--- config.mk ---
export PLATFORM = sky130hd
export DESIGN_NAME = reg_file_dual_flat
export DESIGN_NICKNAME = d
export VERILOG_FILES = /design/src/rtl/regfile_pkg.sv /design/src/rtl/reg_file_dual_if.sv /design/src/rtl/reg_file_dual_scoreboard.sv /design/src/rtl/reg_file_dual.sv /design/src/flat_wrapper.sv
export SDC_FILE = /design/constraint.sdc
export NUM_CORES = 2
export LEC_CHECK = 0
export CAP_MARGIN = 20
export CORE_ASPECT_RATIO = 0.75
export CORE_UTILIZATION = 30
export CTS_BUF_LIST = sky130_fd_sc_hd__clkbuf_4 sky130_fd_sc_hd__clkbuf_8 sky130_fd_sc_hd__clkbuf_16
export DETAILED_ROUTE_END_ITERATION = 7
export PLACE_DENSITY = 0.5
export REMOVE_ABC_BUFFERS = 1
export SYNTH_ARGS = -nofsm -noshare
export SYNTH_HDL_FRONTEND = slang
export SYNTH_SLANG_ARGS = --single-unit
--- constraint.sdc ---
create_clock -name clk -period 4 [get_ports clk]
set_input_delay 0.6 -clock clk [delete_from_list [all_inputs] [get_ports clk]]
set_output_delay 0.6 -clock clk [all_outputs]
set_load 0.01 [all_outputs]
--- src/rtl/regfile_pkg.sv ---
// Shared widths, the hardwired-zero register index and the read-port record
// for the dual-issue register file.
package regfile_pkg;
  localparam int DATA_W    = 32;
  localparam int ADDR_W    = 5;
  localparam int NUM_REGS  = 32;
  localparam int NUM_LANES = 2;
  localparam int NUM_RD    = 4;

  localparam logic [ADDR_W-1:0] ZERO_REG = 5'd0;

  typedef logic [ADDR_W-1:0] addr_t;
  typedef logic [DATA_W-1:0] data_t;

  typedef struct packed {
    addr_t addr;
    data_t data;
    logic  busy;
  } rd_port_t;
endpackage

--- src/rtl/reg_file_dual_if.sv ---
// Write-back, issue and read-port bundle between the dual-lane pipeline
// (master) and the register file (slave).
interface reg_file_dual_if;
  import regfile_pkg::*;

  logic  wr_en_1, wr_en_2;
  addr_t WR_addr_1, WR_addr_2;
  data_t WB_data_1, WB_data_2;

  addr_t rs_addr_1, rt_addr_1, rs_addr_2, rt_addr_2;
  data_t rs_data_1, rt_data_1, rs_data_2, rt_data_2;
  logic  rs_busy_1, rt_busy_1, rs_busy_2, rt_busy_2;

  logic  issue_en_1, issue_en_2;
  addr_t issue_rd_1, issue_rd_2;
  logic  stall;

  modport master (
    output wr_en_1, WR_addr_1, WB_data_1, wr_en_2, WR_addr_2, WB_data_2,
    output rs_addr_1, rt_addr_1, rs_addr_2, rt_addr_2,
    output issue_en_1, issue_rd_1, issue_en_2, issue_rd_2,
    input  rs_data_1, rt_data_1, rs_data_2, rt_data_2,
    input  rs_busy_1, rt_busy_1, rs_busy_2, rt_busy_2, stall
  );

  modport slave (
    input  wr_en_1, WR_addr_1, WB_data_1, wr_en_2, WR_addr_2, WB_data_2,
    input  rs_addr_1, rt_addr_1, rs_addr_2, rt_addr_2,
    input  issue_en_1, issue_rd_1, issue_en_2, issue_rd_2,
    output rs_data_1, rt_data_1, rs_data_2, rt_data_2,
    output rs_busy_1, rt_busy_1, rs_busy_2, rt_busy_2, stall
  );
endinterface

--- src/rtl/reg_file_dual_scoreboard.sv ---
// Pending-write scoreboard: one busy flop per nonzero register, set on issue,
// cleared on write-back, with issue taking priority on the same edge.
module reg_scoreboard
  import regfile_pkg::*;
(
  input  logic                  clk,
  input  logic                  rst_n,
  input  logic [NUM_LANES-1:0]  set_en,
  input  addr_t [NUM_LANES-1:0] set_rd,
  input  logic [NUM_LANES-1:0]  clr_en,
  input  addr_t [NUM_LANES-1:0] clr_rd,
  input  addr_t [NUM_RD-1:0]    rd_addr,
  output logic [NUM_RD-1:0]     rd_busy
);
  logic [NUM_REGS-1:1] busy_q, set_hit, clr_hit;
  logic [NUM_REGS-1:0] busy_all;

  always_comb begin
    set_hit = '0;
    clr_hit = '0;
    for (int r = 1; r < NUM_REGS; r++)
      for (int l = 0; l < NUM_LANES; l++) begin
        if (set_en[l] && set_rd[l] == ADDR_W'(r)) set_hit[r] = 1'b1;
        if (clr_en[l] && clr_rd[l] == ADDR_W'(r)) clr_hit[r] = 1'b1;
      end
  end

  // A same-edge issue is a younger producer than the retiring write.
  always_ff @(posedge clk or negedge rst_n)
    if (!rst_n) busy_q <= '0;
    else        busy_q <= (busy_q & ~clr_hit) | set_hit;

  assign busy_all = {busy_q, 1'b0};

  always_comb
    for (int p = 0; p < NUM_RD; p++) rd_busy[p] = busy_all[rd_addr[p]];
endmodule

--- src/rtl/reg_file_dual.sv ---
// Dual-issue register file: two writes per edge (lane 2 wins collisions),
// four combinational read ports, RAW scoreboard and stall.
// Optional same-cycle write-to-read forwarding under `REGFILE_BYPASS_EN.
module reg_file_dual
  import regfile_pkg::*;
(
  input  logic           clk,
  input  logic           rst_n,
  reg_file_dual_if.slave bus
);
  logic  [NUM_LANES-1:0] wr_en, iss_en;
  addr_t [NUM_LANES-1:0] wr_addr, iss_rd;
  data_t [NUM_LANES-1:0] wr_data;
  addr_t [NUM_RD-1:0]    rd_addr;
  logic  [NUM_RD-1:0]    sb_busy, busy;
  data_t                 regs_q [NUM_REGS-1:1];
  rd_port_t              rp [NUM_RD];

  assign wr_en   = {bus.wr_en_2,   bus.wr_en_1};
  assign wr_addr = {bus.WR_addr_2, bus.WR_addr_1};
  assign wr_data = {bus.WB_data_2, bus.WB_data_1};
  assign iss_en  = {bus.issue_en_2, bus.issue_en_1};
  assign iss_rd  = {bus.issue_rd_2, bus.issue_rd_1};
  assign rd_addr = {bus.rt_addr_2, bus.rs_addr_2, bus.rt_addr_1, bus.rs_addr_1};

  // Lanes applied in order, so lane 2's NBA lands last on a collision.
  always_ff @(posedge clk or negedge rst_n)
    if (!rst_n) begin
      for (int r = 1; r < NUM_REGS; r++) regs_q[r] <= '0;
    end else begin
      for (int l = 0; l < NUM_LANES; l++)
        if (wr_en[l] && wr_addr[l] != ZERO_REG) regs_q[wr_addr[l]] <= wr_data[l];
    end

  reg_scoreboard u_sb (
    .clk     (clk),
    .rst_n   (rst_n),
    .set_en  (iss_en),
    .set_rd  (iss_rd),
    .clr_en  (wr_en),
    .clr_rd  (wr_addr),
    .rd_addr (rd_addr),
    .rd_busy (sb_busy)
  );

  always_comb
    for (int p = 0; p < NUM_RD; p++) begin
      rp[p].addr = rd_addr[p];
      rp[p].data = (rp[p].addr == ZERO_REG) ? '0 : regs_q[rp[p].addr];
      rp[p].busy = sb_busy[p];
`ifdef REGFILE_BYPASS_EN
      // The forwarded write also retires the producer, so the hazard is gone.
      for (int l = 0; l < NUM_LANES; l++)
        if (rst_n && wr_en[l] && wr_addr[l] != ZERO_REG && wr_addr[l] == rp[p].addr) begin
          rp[p].data = wr_data[l];
          rp[p].busy = 1'b0;
        end
`endif
      busy[p] = rp[p].busy;
    end

  assign bus.rs_data_1 = rp[0].data;
  assign bus.rt_data_1 = rp[1].data;
  assign bus.rs_data_2 = rp[2].data;
  assign bus.rt_data_2 = rp[3].data;
  assign bus.rs_busy_1 = busy[0];
  assign bus.rt_busy_1 = busy[1];
  assign bus.rs_busy_2 = busy[2];
  assign bus.rt_busy_2 = busy[3];
  assign bus.stall     = |busy;
endmodule
--- src/flat_wrapper.sv ---
// flat-port wrapper written by rule: the top's interface ports become plain ports
module reg_file_dual_flat import regfile_pkg::*;
  (clk, rst_n, bus_wr_en_1, bus_WR_addr_1, bus_WB_data_1, bus_wr_en_2, bus_WR_addr_2, bus_WB_data_2, bus_rs_addr_1, bus_rt_addr_1, bus_rs_addr_2, bus_rt_addr_2, bus_issue_en_1, bus_issue_rd_1, bus_issue_en_2, bus_issue_rd_2, bus_rs_data_1, bus_rt_data_1, bus_rs_data_2, bus_rt_data_2, bus_rs_busy_1, bus_rt_busy_1, bus_rs_busy_2, bus_rt_busy_2, bus_stall);
  reg_file_dual_if bus_i ();
  input  logic clk;
  input  logic rst_n;
  input wire logic [$bits(bus_i.wr_en_1)-1:0] bus_wr_en_1;
  input wire logic [$bits(bus_i.WR_addr_1)-1:0] bus_WR_addr_1;
  input wire logic [$bits(bus_i.WB_data_1)-1:0] bus_WB_data_1;
  input wire logic [$bits(bus_i.wr_en_2)-1:0] bus_wr_en_2;
  input wire logic [$bits(bus_i.WR_addr_2)-1:0] bus_WR_addr_2;
  input wire logic [$bits(bus_i.WB_data_2)-1:0] bus_WB_data_2;
  input wire logic [$bits(bus_i.rs_addr_1)-1:0] bus_rs_addr_1;
  input wire logic [$bits(bus_i.rt_addr_1)-1:0] bus_rt_addr_1;
  input wire logic [$bits(bus_i.rs_addr_2)-1:0] bus_rs_addr_2;
  input wire logic [$bits(bus_i.rt_addr_2)-1:0] bus_rt_addr_2;
  input wire logic [$bits(bus_i.issue_en_1)-1:0] bus_issue_en_1;
  input wire logic [$bits(bus_i.issue_rd_1)-1:0] bus_issue_rd_1;
  input wire logic [$bits(bus_i.issue_en_2)-1:0] bus_issue_en_2;
  input wire logic [$bits(bus_i.issue_rd_2)-1:0] bus_issue_rd_2;
  output wire logic [$bits(bus_i.rs_data_1)-1:0] bus_rs_data_1;
  output wire logic [$bits(bus_i.rt_data_1)-1:0] bus_rt_data_1;
  output wire logic [$bits(bus_i.rs_data_2)-1:0] bus_rs_data_2;
  output wire logic [$bits(bus_i.rt_data_2)-1:0] bus_rt_data_2;
  output wire logic [$bits(bus_i.rs_busy_1)-1:0] bus_rs_busy_1;
  output wire logic [$bits(bus_i.rt_busy_1)-1:0] bus_rt_busy_1;
  output wire logic [$bits(bus_i.rs_busy_2)-1:0] bus_rs_busy_2;
  output wire logic [$bits(bus_i.rt_busy_2)-1:0] bus_rt_busy_2;
  output wire logic [$bits(bus_i.stall)-1:0] bus_stall;
  assign bus_i.wr_en_1 = bus_wr_en_1;
  assign bus_i.WR_addr_1 = bus_WR_addr_1;
  assign bus_i.WB_data_1 = bus_WB_data_1;
  assign bus_i.wr_en_2 = bus_wr_en_2;
  assign bus_i.WR_addr_2 = bus_WR_addr_2;
  assign bus_i.WB_data_2 = bus_WB_data_2;
  assign bus_i.rs_addr_1 = bus_rs_addr_1;
  assign bus_i.rt_addr_1 = bus_rt_addr_1;
  assign bus_i.rs_addr_2 = bus_rs_addr_2;
  assign bus_i.rt_addr_2 = bus_rt_addr_2;
  assign bus_i.issue_en_1 = bus_issue_en_1;
  assign bus_i.issue_rd_1 = bus_issue_rd_1;
  assign bus_i.issue_en_2 = bus_issue_en_2;
  assign bus_i.issue_rd_2 = bus_issue_rd_2;
  assign bus_rs_data_1 = bus_i.rs_data_1;
  assign bus_rt_data_1 = bus_i.rt_data_1;
  assign bus_rs_data_2 = bus_i.rs_data_2;
  assign bus_rt_data_2 = bus_i.rt_data_2;
  assign bus_rs_busy_1 = bus_i.rs_busy_1;
  assign bus_rt_busy_1 = bus_i.rt_busy_1;
  assign bus_rs_busy_2 = bus_i.rs_busy_2;
  assign bus_rt_busy_2 = bus_i.rt_busy_2;
  assign bus_stall = bus_i.stall;
  reg_file_dual u_core (.clk(clk), .rst_n(rst_n), .bus(bus_i));
endmodule
==> flow_summary.json <==
{
  "cts_buffers": 113,
  "first_global_vias": 67200,
  "design.die.area_mm2": 0.267,
  "min_period_ns": 3.99,
  "syn_to_final_growth_pct": 18.4,
  "core-area_mm2": 0.263,
  "via_per_inst": 6.69,
  "die_w_um": 597,
  "track_usage_pct": 31.0,
  "cell_internal_pwr_mw": 28.8,
  "clock_power_share_pct": 26.7,
  "crit_path_start": "bus_rt_addr_1[0]",
  "overflow": 0,
  "vias": 70900,
  "powerDensity_mw_per_mm2": 471,
  "drive_gt1_share_pct": 32.9,
  "drv_slew": 0,
  "worstMarginPinSlew_ns": 1.12,
  "end_kind": "output pin",
  "min_path_type": "input port to async pin",
  "synth_ff_type": "dfrtp_1",
  "fin_cells": 10600,
  "start_util_pct": 30.2,
  "power_mw": 44.3,
  "synthDistinctLibCells": 52,
  "violations": "DRC",
  "dpl.hpwl_um": 267000,
  "avgSynthCellArea_um2": 11.5,
  "routedWlPerCell_um": 39.8,
  "leakagePower_nw": 38.8,
  "clockBufferDepth": 3,
  "power_switching_mw": 15.5,
  "yosysWarningCount": 0,
  "worst_ep_required_time_ns": 3.40,
  "finalHoldViolCount": 0,
  "p_seq_share_pct": 38.4,
  "cts_max_level": 3,
  "ys_async_sr_fraction_pct": 100,
  "placed_area_mm2": 0.0899,
  "pwr-share-comb_pct": 34.9,
  "r2r-start": "u_core.u_sb.busy_q[19]",
  "cp_max_fo": 17,
  "critPathArrivalTime_ns": 3.39,
  "fp-row-count": 163,
  "cts_tree": "built",
  "max-cap-violations": 0,
  "setup_ws_ns": 0.00708,
  "grt_antenna_before_repair": 31,
  "port_buffers": 242,
  "ir_drop_v": 0.000381,
  "status": "finished, violations left",
  "grt_setup_unrepaired": "true",
  "dpl.cell_count": 10400,
  "first_pass_iters": 8,
  "setup_viol_count_final": 0,
  "pin_count": 243,
  "path_class": "input port to output pin",
  "fillers": 25400,
  "slew_headroom_pct": 24.9,
  "fin_util_pct": 35.8,
  "switching_share_pct": 35.0,
  "cts.sinks": 1023,
  "synth-seq-cells": 1023,
  "syn_inst": 6928,
  "place_congestion": 0.934,
  "initialDrtViolationCount": 11700,
  "clk_latency_ns": 0.77,
  "grt_max_degree": 84,
  "final_nets": 7058,
  "cts-root-buf": "clkbuf_16",
  "netlist_area_mm2": 0.0796,
  "clock_skew_ns": 0,
  "clkSlewWorstSetupHoldPaths_ns": 0.07,
  "synth_edf_count": 0,
  "grt_pass1_wl_um": 578000,
  "drt-total-wl_um": 422000,
  "drc_errors": 1,
  "worstSetupStartpointType": "input port",
  "final_area_mm2": 0.0942,
  "yosysSeqAreaShare_pct": 32.2,
  "pre_cts_slack_ns": -0.170,
  "fmax_mhz": 250,
  "antenna_violating_nets_post_route": 0,
  "fp.dieH_um": 448,
  "period_share_pct": 99.8
}
==> cell families after synthesis <==
logic type	Yosys count	share of synthesized area (%)
mux	1977	43.6
simple gates	1451	7.39
buf+inv	921	4.58
flops	1023	32.2
compound gates	1556	12.2
==> state kept, by name (all words and copies together) (netlist names) <==
signal	flops
u_core.regs_q	992
u_core.u_sb.busy_q	31
==> synth_stat cells, types with 17 or more instances <==
master,instances,share of area (%)
nand3b_1,27,0.25
mux2_2,232,3.3
clkbuf_1,719,3.4
dfrtp_1,1023,32
nand3_1,25,0.16
a21oi_1,268,1.7
buf_2,121,0.76
a22oi_1,176,1.7
mux2i_1,577,7.3
nor2_1,469,2.2
buf_1,73,0.34
o21ai_0,667,4.2
a32oi_1,212,2.3
a22o_1,128,1.4
a31oi_1,57,0.45
nor2b_1,17,0.13
o221ai_1,31,0.34
nand2_1,829,3.9
mux4_2,1166,33
nand2b_1,17,0.13
==> cells in the final DEF (no fill, tap or decap), types with 15 or more instances in the layout <==
cell type        count
a21oi_1            268
a22oi_1            176
clkdlybuf4s50_1    220
a22o_1             128
nand2_4             31
a31oi_1             57
nand3b_1            27
nand2_1            798
clkbuf_16          116
mux4_2            1166
buf_12             158
mux2_2             232
nand3_1             25
clkbuf_8            23
nor2_4              37
dfrtp_1           1023
o21ai_0            667
buf_4              403
mux2i_1            577
clkinv_2            23
a32oi_1            212
nand2b_1            17
o221ai_1            31
clkbuf_4            17
buf_8               15
nor2_1             422
==> power by group through the flow <==
stage / sequential, mW / clock, mW / combinational, mW
3_5_place_dp: 16.9 / 0 / 15.3
2_1_floorplan: 15.3 / 0 / 9.89
5_1_grt: 17.3 / 12.3 / 16.3
3_3_place_gp: 16.7 / 0 / 15.0
6_report: 17.0 / 11.8 / 15.5
4_1_cts: 16.7 / 11.9 / 15.3
==> critical path, cell delays in order <==
cell	delay, ns
buf_8	0.18
buf_16	0.20
buf_16	0.24
buf_16	0.21
mux4_2	0.52
mux4_2	0.48
nor2_1	0.16
nor2_2	0.11
buf_4	0.14
clkdlybuf4s50_1	0.46
==> path summary, 6_finish.rpt <==
path	slack (ns)	endpoint	depth (start not counted)
worst min register to register	0.60	u_core.regs_q[477]	2
worst max-delay path	0.007	bus_rt_data_1[15]	10
worst max register to register	2.96	u_core.u_sb.busy_q[19]	3
min in group clk	0.50	u_core.regs_q[272]	3
max in group asynchronous	2.26	u_core.u_sb.busy_q[9]	4
worst min-delay path	0.45	u_core.regs_q[842]	2
==> cell type report <==
type	count	area, µm²	area share, %
Inverter	3	13.8	0.0146
Antenna cell	10	25.0	0.0266
Clock inverter	53	706	0.749
Multi-Input combinational cell	4984	50900	54.1
Tap cell	3547	4440	4.71
Timing Repair Buffer	823	9190	9.75
Sequential cell	1023	25600	27.2
Clock buffer	154	3300	3.50
==> per-stage QoR <==
| stage | hold slack [ns] | TNS [ns] |
|---|---|---|
| global placement | 0.568 | -1.01 |
| detailed placement | 0.587 | -0.977 |
| global route | 0.489 | -0.0170 |
| CTS | 0.469 | 0 |
| finish | 0.454 | 0 |
| floorplan | 0.304 | -2003.59 |
==> layer usage <==
metal,up-vias,track usage (%),routed length (µm)
met5,-,0.321,404
met4,56,15.4,24600
met3,1204,13.1,63000
met2,6022,43.9,175000
met1,36500,40.3,159000
li1,27100,-,-
==> repair_timing <==
action                                 CTS  global route
resized for setup                       11             8
endpoints found under the hold margin   40             0
setup endpoints to repair               16             7
pin swaps                                1             0
gates cloned                             2             0
hold buffers                             1             0
setup buffers                            2             0
(Power assumes the default switching activity.)
